### config.mk
export PLATFORM = sky130hd
export DESIGN_NAME = param_vending_machine_flat
export DESIGN_NICKNAME = d
export VERILOG_FILES = /design/src/rtl/param_vending_machine_if.sv /design/src/rtl/param_vending_machine.sv /design/src/flat_wrapper.sv
export SDC_FILE = /design/constraint.sdc
export NUM_CORES = 1
export LEC_CHECK = 0
export BUFFER_PORTS_ARGS = -buffer_cell sky130_fd_sc_hd__buf_4
export CORE_MARGIN = 10
export CORE_UTILIZATION = 39
export CTS_CLUSTER_DIAMETER = 40
export CTS_CLUSTER_SIZE = 16
export DETAILED_ROUTE_END_ITERATION = 8
export MAX_ROUTING_LAYER = met4
export PLACE_DENSITY = 0.53
export SYNTH_ARGS = -nofsm -noshare
export SYNTH_HDL_FRONTEND = slang
export SYNTH_SLANG_ARGS = --single-unit
### constraint.sdc
create_clock -name clk -period 8.95 [get_ports clk]
set_clock_uncertainty 0.05 [all_clocks]
set_input_delay 0.895 -clock clk [delete_from_list [all_inputs] [get_ports clk]]
set_output_delay 0.895 -clock clk [all_outputs]
set_load 0.1 [all_outputs]
### src/rtl/param_vending_machine_if.sv
// Request/response bundle of the vending machine: coin, select and return inputs in,
// availability, dispense, change and balance out.
interface param_vending_machine_if #(
    parameter int NUM_COINS  = 3,
    parameter int NUM_ITEMS  = 4,
    parameter int TOTAL_BITS = 31
);
    logic [NUM_COINS-1:0]  i_input_coin;
    logic [NUM_ITEMS-1:0]  i_select_item;
    logic                  i_trigger_return;
    logic [NUM_ITEMS-1:0]  o_available_item;
    logic [NUM_ITEMS-1:0]  o_output_item;
    logic [NUM_COINS-1:0]  o_return_coin;
    logic [TOTAL_BITS-1:0] o_balance;
    logic                  o_busy;

    modport master (
        output i_input_coin, i_select_item, i_trigger_return,
        input  o_available_item, o_output_item, o_return_coin, o_balance, o_busy
    );

    modport slave (
        input  i_input_coin, i_select_item, i_trigger_return,
        output o_available_item, o_output_item, o_return_coin, o_balance, o_busy
    );
endinterface

### src/rtl/param_vending_machine.sv
// Parametrised vending machine: accumulates coins, dispenses the lowest-index affordable item,
// and pays the balance out as greedy change on request or after an inactivity timeout.
module param_vending_machine #(
    parameter int NUM_COINS      = 3,
    parameter int NUM_ITEMS      = 4,
    parameter int TOTAL_BITS     = 31,
    parameter int TIMEOUT_CYCLES = 100,
    parameter logic [NUM_COINS*TOTAL_BITS-1:0] COIN_VALUES =
        {31'd1000, 31'd500, 31'd100},
    parameter logic [NUM_ITEMS*TOTAL_BITS-1:0] ITEM_PRICES =
        {31'd2000, 31'd1000, 31'd500, 31'd400}
) (
    input logic                   clk,
    input logic                   reset_n,
    param_vending_machine_if.slave bus
);

    typedef enum logic [1:0] {
        S_IDLE,
        S_ACTIVE,
        S_RETURN
    } state_t;

    localparam int TIMER_BITS = $clog2(TIMEOUT_CYCLES + 1);
    // Wide enough for balance plus every coin at once, so overflow is detectable.
    localparam int SUM_BITS   = TOTAL_BITS + $clog2(NUM_COINS + 1) + 1;

    localparam logic [SUM_BITS-1:0]   BALANCE_MAX  = SUM_BITS'({TOTAL_BITS{1'b1}});
    localparam logic [TIMER_BITS-1:0] TIMER_RELOAD = TIMER_BITS'(TIMEOUT_CYCLES);
    localparam logic [TIMER_BITS-1:0] TIMER_LAST   = TIMER_BITS'(1);

    function automatic logic [TOTAL_BITS-1:0] coin_value(input int idx);
        return COIN_VALUES[idx*TOTAL_BITS +: TOTAL_BITS];
    endfunction

    function automatic logic [TOTAL_BITS-1:0] item_price(input int idx);
        return ITEM_PRICES[idx*TOTAL_BITS +: TOTAL_BITS];
    endfunction

    state_t                state_q, state_d;
    logic [TOTAL_BITS-1:0] balance_q, balance_d;
    logic [TIMER_BITS-1:0] timer_q, timer_d;
    logic [NUM_ITEMS-1:0]  item_q, item_d;
    logic [NUM_COINS-1:0]  coin_q, coin_d;

    logic [SUM_BITS-1:0]   coin_sum;
    logic [SUM_BITS-1:0]   balance_wide;
    logic                  coin_ok;
    logic                  sel_found;
    logic [TOTAL_BITS-1:0] sel_price;
    logic [NUM_ITEMS-1:0]  sel_onehot;
    logic                  change_found;
    logic [TOTAL_BITS-1:0] change_value;
    logic [NUM_COINS-1:0]  change_onehot;

    // NOTE: every signal assigned in an always_comb gets a default at the top of the block;
    // a path that leaves one unassigned would otherwise infer a latch.
    always_comb begin
        coin_sum      = '0;
        sel_found     = 1'b0;
        sel_price     = '0;
        sel_onehot    = '0;
        change_found  = 1'b0;
        change_value  = '0;
        change_onehot = '0;

        for (int i = 0; i < NUM_COINS; i++) begin
            if (bus.i_input_coin[i]) begin
                coin_sum = coin_sum + SUM_BITS'(coin_value(i));
            end
        end

        // Descending scan so the lowest affordable index is the one left standing.
        for (int i = NUM_ITEMS - 1; i >= 0; i--) begin
            if (bus.i_select_item[i] && (item_price(i) <= balance_q)) begin
                sel_found  = 1'b1;
                sel_price  = item_price(i);
                sel_onehot = NUM_ITEMS'(1) << i;
            end
        end

        // Ascending scan over ascending coin values leaves the largest coin that fits.
        for (int j = 0; j < NUM_COINS; j++) begin
            if (coin_value(j) <= balance_q) begin
                change_found  = 1'b1;
                change_value  = coin_value(j);
                change_onehot = NUM_COINS'(1) << j;
            end
        end
    end

    assign balance_wide = SUM_BITS'(balance_q) + coin_sum;
    assign coin_ok      = (|bus.i_input_coin) && (balance_wide <= BALANCE_MAX);

    always_comb begin
        state_d   = state_q;
        balance_d = balance_q;
        timer_d   = timer_q;
        item_d    = '0;
        coin_d    = '0;

        unique case (state_q)
            S_IDLE, S_ACTIVE: begin
                if (bus.i_trigger_return && (balance_q != '0)) begin
                    state_d = S_RETURN;
                    timer_d = '0;
                end else begin
                    // Purchase is funded only by the pre-edge balance; rejected coins add nothing.
                    balance_d = (coin_ok ? balance_wide[TOTAL_BITS-1:0] : balance_q) - sel_price;
                    item_d    = sel_onehot;
                    if (coin_ok || sel_found) begin
                        timer_d = TIMER_RELOAD;
                    end else if ((state_q == S_ACTIVE) && (timer_q != '0)) begin
                        timer_d = timer_q - 1'b1;
                    end

                    if ((state_q == S_ACTIVE) && !coin_ok && !sel_found && (timer_q == TIMER_LAST)) begin
                        state_d = S_RETURN;
                    end else begin
                        state_d = (balance_d != '0) ? S_ACTIVE : S_IDLE;
                    end
                end
            end

            S_RETURN: begin
                if (change_found) begin
                    coin_d    = change_onehot;
                    balance_d = balance_q - change_value;
                end else begin
                    balance_d = '0;
                    state_d   = S_IDLE;
                end
            end

            default: begin
                state_d   = S_IDLE;
                balance_d = '0;
                timer_d   = '0;
            end
        endcase
    end

    // NOTE: sequential state uses non-blocking assignments so every register samples the
    // pre-edge values computed above, independent of statement order.
    always_ff @(posedge clk or negedge reset_n) begin
        if (!reset_n) begin
            state_q   <= S_IDLE;
            balance_q <= '0;
            timer_q   <= '0;
            item_q    <= '0;
            coin_q    <= '0;
        end else begin
            state_q   <= state_d;
            balance_q <= balance_d;
            timer_q   <= timer_d;
            item_q    <= item_d;
            coin_q    <= coin_d;
        end
    end

    always_comb begin
        bus.o_available_item = '0;
        for (int i = 0; i < NUM_ITEMS; i++) begin
            bus.o_available_item[i] = (item_price(i) <= balance_q) && (state_q != S_RETURN);
        end
    end

    assign bus.o_output_item = item_q;
    assign bus.o_return_coin = coin_q;
    assign bus.o_balance     = balance_q;
    assign bus.o_busy        = (state_q == S_RETURN);

endmodule
### src/flat_wrapper.sv
// flat-port wrapper written by rule: the top's interface ports become plain ports
module param_vending_machine_flat 
#(
    parameter int NUM_COINS      = 3,
    parameter int NUM_ITEMS      = 4,
    parameter int TOTAL_BITS     = 31,
    parameter int TIMEOUT_CYCLES = 100,
    parameter logic [NUM_COINS*TOTAL_BITS-1:0] COIN_VALUES =
        {31'd1000, 31'd500, 31'd100},
    parameter logic [NUM_ITEMS*TOTAL_BITS-1:0] ITEM_PRICES =
        {31'd2000, 31'd1000, 31'd500, 31'd400}
)
  (clk, reset_n, bus_i_input_coin, bus_i_select_item, bus_i_trigger_return, bus_o_available_item, bus_o_output_item, bus_o_return_coin, bus_o_balance, bus_o_busy);
  param_vending_machine_if #(.NUM_COINS(NUM_COINS), .NUM_ITEMS(NUM_ITEMS), .TOTAL_BITS(TOTAL_BITS)) bus_i ();
  input logic clk;
  input logic reset_n;
  input wire logic [$bits(bus_i.i_input_coin)-1:0] bus_i_input_coin;
  input wire logic [$bits(bus_i.i_select_item)-1:0] bus_i_select_item;
  input wire logic [$bits(bus_i.i_trigger_return)-1:0] bus_i_trigger_return;
  output wire logic [$bits(bus_i.o_available_item)-1:0] bus_o_available_item;
  output wire logic [$bits(bus_i.o_output_item)-1:0] bus_o_output_item;
  output wire logic [$bits(bus_i.o_return_coin)-1:0] bus_o_return_coin;
  output wire logic [$bits(bus_i.o_balance)-1:0] bus_o_balance;
  output wire logic [$bits(bus_i.o_busy)-1:0] bus_o_busy;
  assign bus_i.i_input_coin = bus_i_input_coin;
  assign bus_i.i_select_item = bus_i_select_item;
  assign bus_i.i_trigger_return = bus_i_trigger_return;
  assign bus_o_available_item = bus_i.o_available_item;
  assign bus_o_output_item = bus_i.o_output_item;
  assign bus_o_return_coin = bus_i.o_return_coin;
  assign bus_o_balance = bus_i.o_balance;
  assign bus_o_busy = bus_i.o_busy;
  param_vending_machine #(.NUM_COINS(NUM_COINS), .NUM_ITEMS(NUM_ITEMS), .TOTAL_BITS(TOTAL_BITS), .TIMEOUT_CYCLES(TIMEOUT_CYCLES), .COIN_VALUES(COIN_VALUES), .ITEM_PRICES(ITEM_PRICES)) u_core (.clk(clk), .reset_n(reset_n), .bus(bus_i));
endmodule
==> results.sh <==
export IMPL_cp_data_arrival_time_ps=6570
export IMPL_synthArstFlopShare=1.00
export IMPL_cts_made_buffers=5
export IMPL_synth_cell_types=81
export IMPL_vdd_drop_max_mv=0.0731
export IMPL_r2r_start="u_core.bus.o_balance[13]$_DFFE_PN0P_"
export IMPL_setup_violations=0
export IMPL_cts_max_path_buffers=2
export IMPL_grtUsageMet3=0.0264
export IMPL_grt_max_degree=46
export IMPL_p_leak_uw=0.00254
export IMPL_dp_hpwl_mm=15.5
export IMPL_holdPathEnd="u_core.timer_q[4]$_DFFE_PN0P_"
export IMPL_io_pins=53
export IMPL_fp_dieW_um=138
export IMPL_worst_slew_pin_transition_ps=1270
export IMPL_clk_latency_ps=310
export IMPL_required_ps=9100
export IMPL_clk_pin_slew_ps=80
export IMPL_final_cell_mix="nand2_1, o21ai_0, buf_4"
export IMPL_synth_edf_count=0
export IMPL_post_synth_cell_area_avg_um2=7.69
export IMPL_fill_cells=1452
export IMPL_avgRoutedWirePerCell_um=22.2
export IMPL_fmax_ghz=0.156
export IMPL_power_net_switching_uw=199
export IMPL_postSynthCellCount=707
export IMPL_path_max_fanout=18
export IMPL_clockRootBuffer="clkbuf_16"
export IMPL_setup_ws_ps=2520
export IMPL_rows=43
export IMPL_relSlewSlack=0.149
export IMPL_antenna_found_initial=0
export IMPL_gr_usage_met1=0.273
export IMPL_worst_setup_path_type="in2reg"
export IMPL_dr_pass1_iters=5
export IMPL_use_met2=0.328
export IMPL_drive_gt1_frac=0.131
export IMPL_r2r_worst_path_cells=20
export IMPL_min_path_cells=1
export IMPL_power_share_clock=0.396
export IMPL_area_growth_pct=12.0
export IMPL_dp_slack_ps=2290
export IMPL_place_gp_congestion=0.994
export IMPL_post_cts_setup_buffer_count=0
export IMPL_synthFlopType="dfrtp_1"
export IMPL_r2r_slack_ps=2730
export IMPL_synth_seq_area_share=0.207
export IMPL_seqPwrFrac=0.343
export IMPL_reg2reg_to="u_core.state_q[0]$_DFFE_PN0N_"
export IMPL_drv_slew=0
export IMPL_drc=0
export IMPL_hold_violations=0
export IMPL_end_kind="flop"
export IMPL_port_buffers=50
export IMPL_min_from="u_core.timer_q[4]$_DFFE_PN0P_"
export IMPL_hold_class="reg2reg"
export IMPL_final_common_cell="nand2_1"
export IMPL_grt_pass1_vias=5441
export IMPL_vias_per_cell=6.26
export IMPL_regArea_um2=1130
export IMPL_pwr_share_comb=0.262
export IMPL_vias=5746
export IMPL_rsz0062_at_grt="no"
export IMPL_power_per_cell_area_nw_per_um2=97.5
export IMPL_cts_hold_buffers=0
export IMPL_start_util=0.395
export IMPL_cts_htree_levels=2
export IMPL_maxCapViolations=0
export IMPL_wl_mm=20.3
export IMPL_p_int_uw=394
export IMPL_clock_sinks=45
export IMPL_busiest_layer="met2"
export IMPL_die_h_um=138
export IMPL_drt_iter0_drc=596
export IMPL_ys_ff_latch=45
export IMPL_cts_resized=0
export IMPL_post_route_period_util=0.718
export IMPL_period_minus_slack_ps=6430
export IMPL_fp_coreArea_um2=13800
export IMPL_multi_input_area_um2=4030
export IMPL_setup_tns_final_ps=0
export IMPL_grt_overflow=0
export IMPL_dieArea_um2=19100
export IMPL_ys_warn_count=0
export IMPL_layout_nets=783
export IMPL_critPathLaunchType="input port"
export IMPL_grt_usage=0.209
export IMPL_grt_pass1_wl_mm=31.9
export IMPL_synthesis_area_um2=5430
export IMPL_switching_share=0.336
export IMPL_insertedDiodeCount=0
export IMPL_ant_nets=0
export IMPL_cts_tree="yes"
export IMPL_status="finished clean"
-- Yosys cell counts, types with 6 or more instances --
cell / count / area share
a22o_1: 7 / 0.011
nand2_1: 70 / 0.048
xnor2_1: 27 / 0.044
or3_1: 12 / 0.014
nor2b_1: 9 / 0.010
xor2_1: 19 / 0.031
dfrtp_1: 45 / 0.21
nor2_1: 52 / 0.036
nand2b_1: 10 / 0.012
mux2i_1: 9 / 0.017
o22ai_1: 9 / 0.010
o211ai_1: 11 / 0.015
nor3_1: 27 / 0.025
inv_1: 33 / 0.023
o32ai_1: 9 / 0.015
buf_2: 13 / 0.012
and2_1: 6 / 0.0069
clkbuf_1: 14 / 0.0097
o21ai_0: 57 / 0.052
or2_2: 8 / 0.0092
ha_1: 33 / 0.076
nand4_1: 17 / 0.020
and3_1: 9 / 0.010
nand3_1: 24 / 0.022
a31oi_1: 12 / 0.014
a21o_1: 7 / 0.0097
a21oi_1: 38 / 0.035
o21a_1: 13 / 0.018
nor4_1: 13 / 0.015
-- flip-flops by register name (all words and copies together), names as in the netlist --
register                  cells
u_core.bus.o_output_item      4
u_core.timer_q                7
u_core.bus.o_return_coin      3
u_core.bus.o_balance         29
u_core.state_q                2
-- layer usage --
layer / share of wire / routed length [µm]
met3: 0.057 / 1160
met1: 0.45 / 9170
met5: 0 / 0
met4: 0.020 / 410
met2: 0.47 / 9600
-- power by group through the flow --
stage          Clock [µW]  Combinational, µW  Sequential, µW
3_5_place_dp            0                153             207
2_1_floorplan           0                110             207
4_1_cts               241                154             203
5_1_grt               245                171             203
3_3_place_gp            0                152             207
6_report              235                155             203
-- worst max-delay path, stage by stage --
cell	delay, ps
buf_4	110
inv_1	90
ha_1	270
mux2_2	280
ha_1	370
nand3_1	90
nor2_1	300
o211ai_1	210
a21oi_4	480
o21ai_0	190
ha_1	370
nor2b_1	160
o31a_1	270
o221a_2	290
o21ai_0	310
o211ai_1	510
nor2_1	230
nand4_1	210
xnor2_1	360
nand4_1	130
nor4b_1	300
a21oi_1	120
-- worst max-delay path by stage --
stage | from | to | slack [ps] | cells past startpoint
5_1_grt | bus_i_input_coin[0] | u_core.state_q[0]$_DFFE_PN0N_ | 2130 | 22
3_5_place_dp | bus_i_input_coin[0] | u_core.state_q[0]$_DFFE_PN0N_ | 2290 | 22
4_1_cts | bus_i_input_coin[0] | u_core.state_q[0]$_DFFE_PN0N_ | 2600 | 22
2_1_floorplan | bus_i_input_coin[0] | u_core.state_q[0]$_DFFE_PN0N_ | 3320 | 23
6_report | bus_i_input_coin[0] | u_core.state_q[0]$_DFFE_PN0N_ | 2520 | 22
3_3_place_gp | bus_i_input_coin[0] | u_core.state_q[0]$_DFFE_PN0N_ | 2450 | 22
-- layout make-up --
class / count / area share
clock inverters: 3 / 0.00822
repair buffers: 54 / 0.0666
flip-flops and latches: 45 / 0.185
multi-input cells: 598 / 0.662
well taps: 180 / 0.0370
inverters: 33 / 0.0203
clock buffers: 5 / 0.0206
-- through the flow --
stage / util / power (µW) / instances / hold WS [ps] / area, µm²
detailed placement: 0.429 / 360 / 910 / 440 / 5910
floorplan: - / 318 / 708 / 411 / 5440
finish: 0.442 / 593 / 918 / 457 / 6090
global placement: 0.429 / 360 / 910 / 442 / 5910
global route: 0.442 / 620 / 918 / 482 / 6090
CTS: 0.442 / 598 / 918 / 459 / 6090
-- cell families after synthesis --
logic type                 after synthesis  synth area share
AOI/OAI and AO/OA                      216             0.274
xor gates and xnor gates                47            0.0771
adders and majority gates               36            0.0870
buffers and inverters                   65            0.0513
DFF                                     45             0.207
muxes                                   10            0.0187
other                                    1          0.000690
and+or+nand+nor                        287             0.284
No activity file was read; power rests on OpenSTA's default activity.
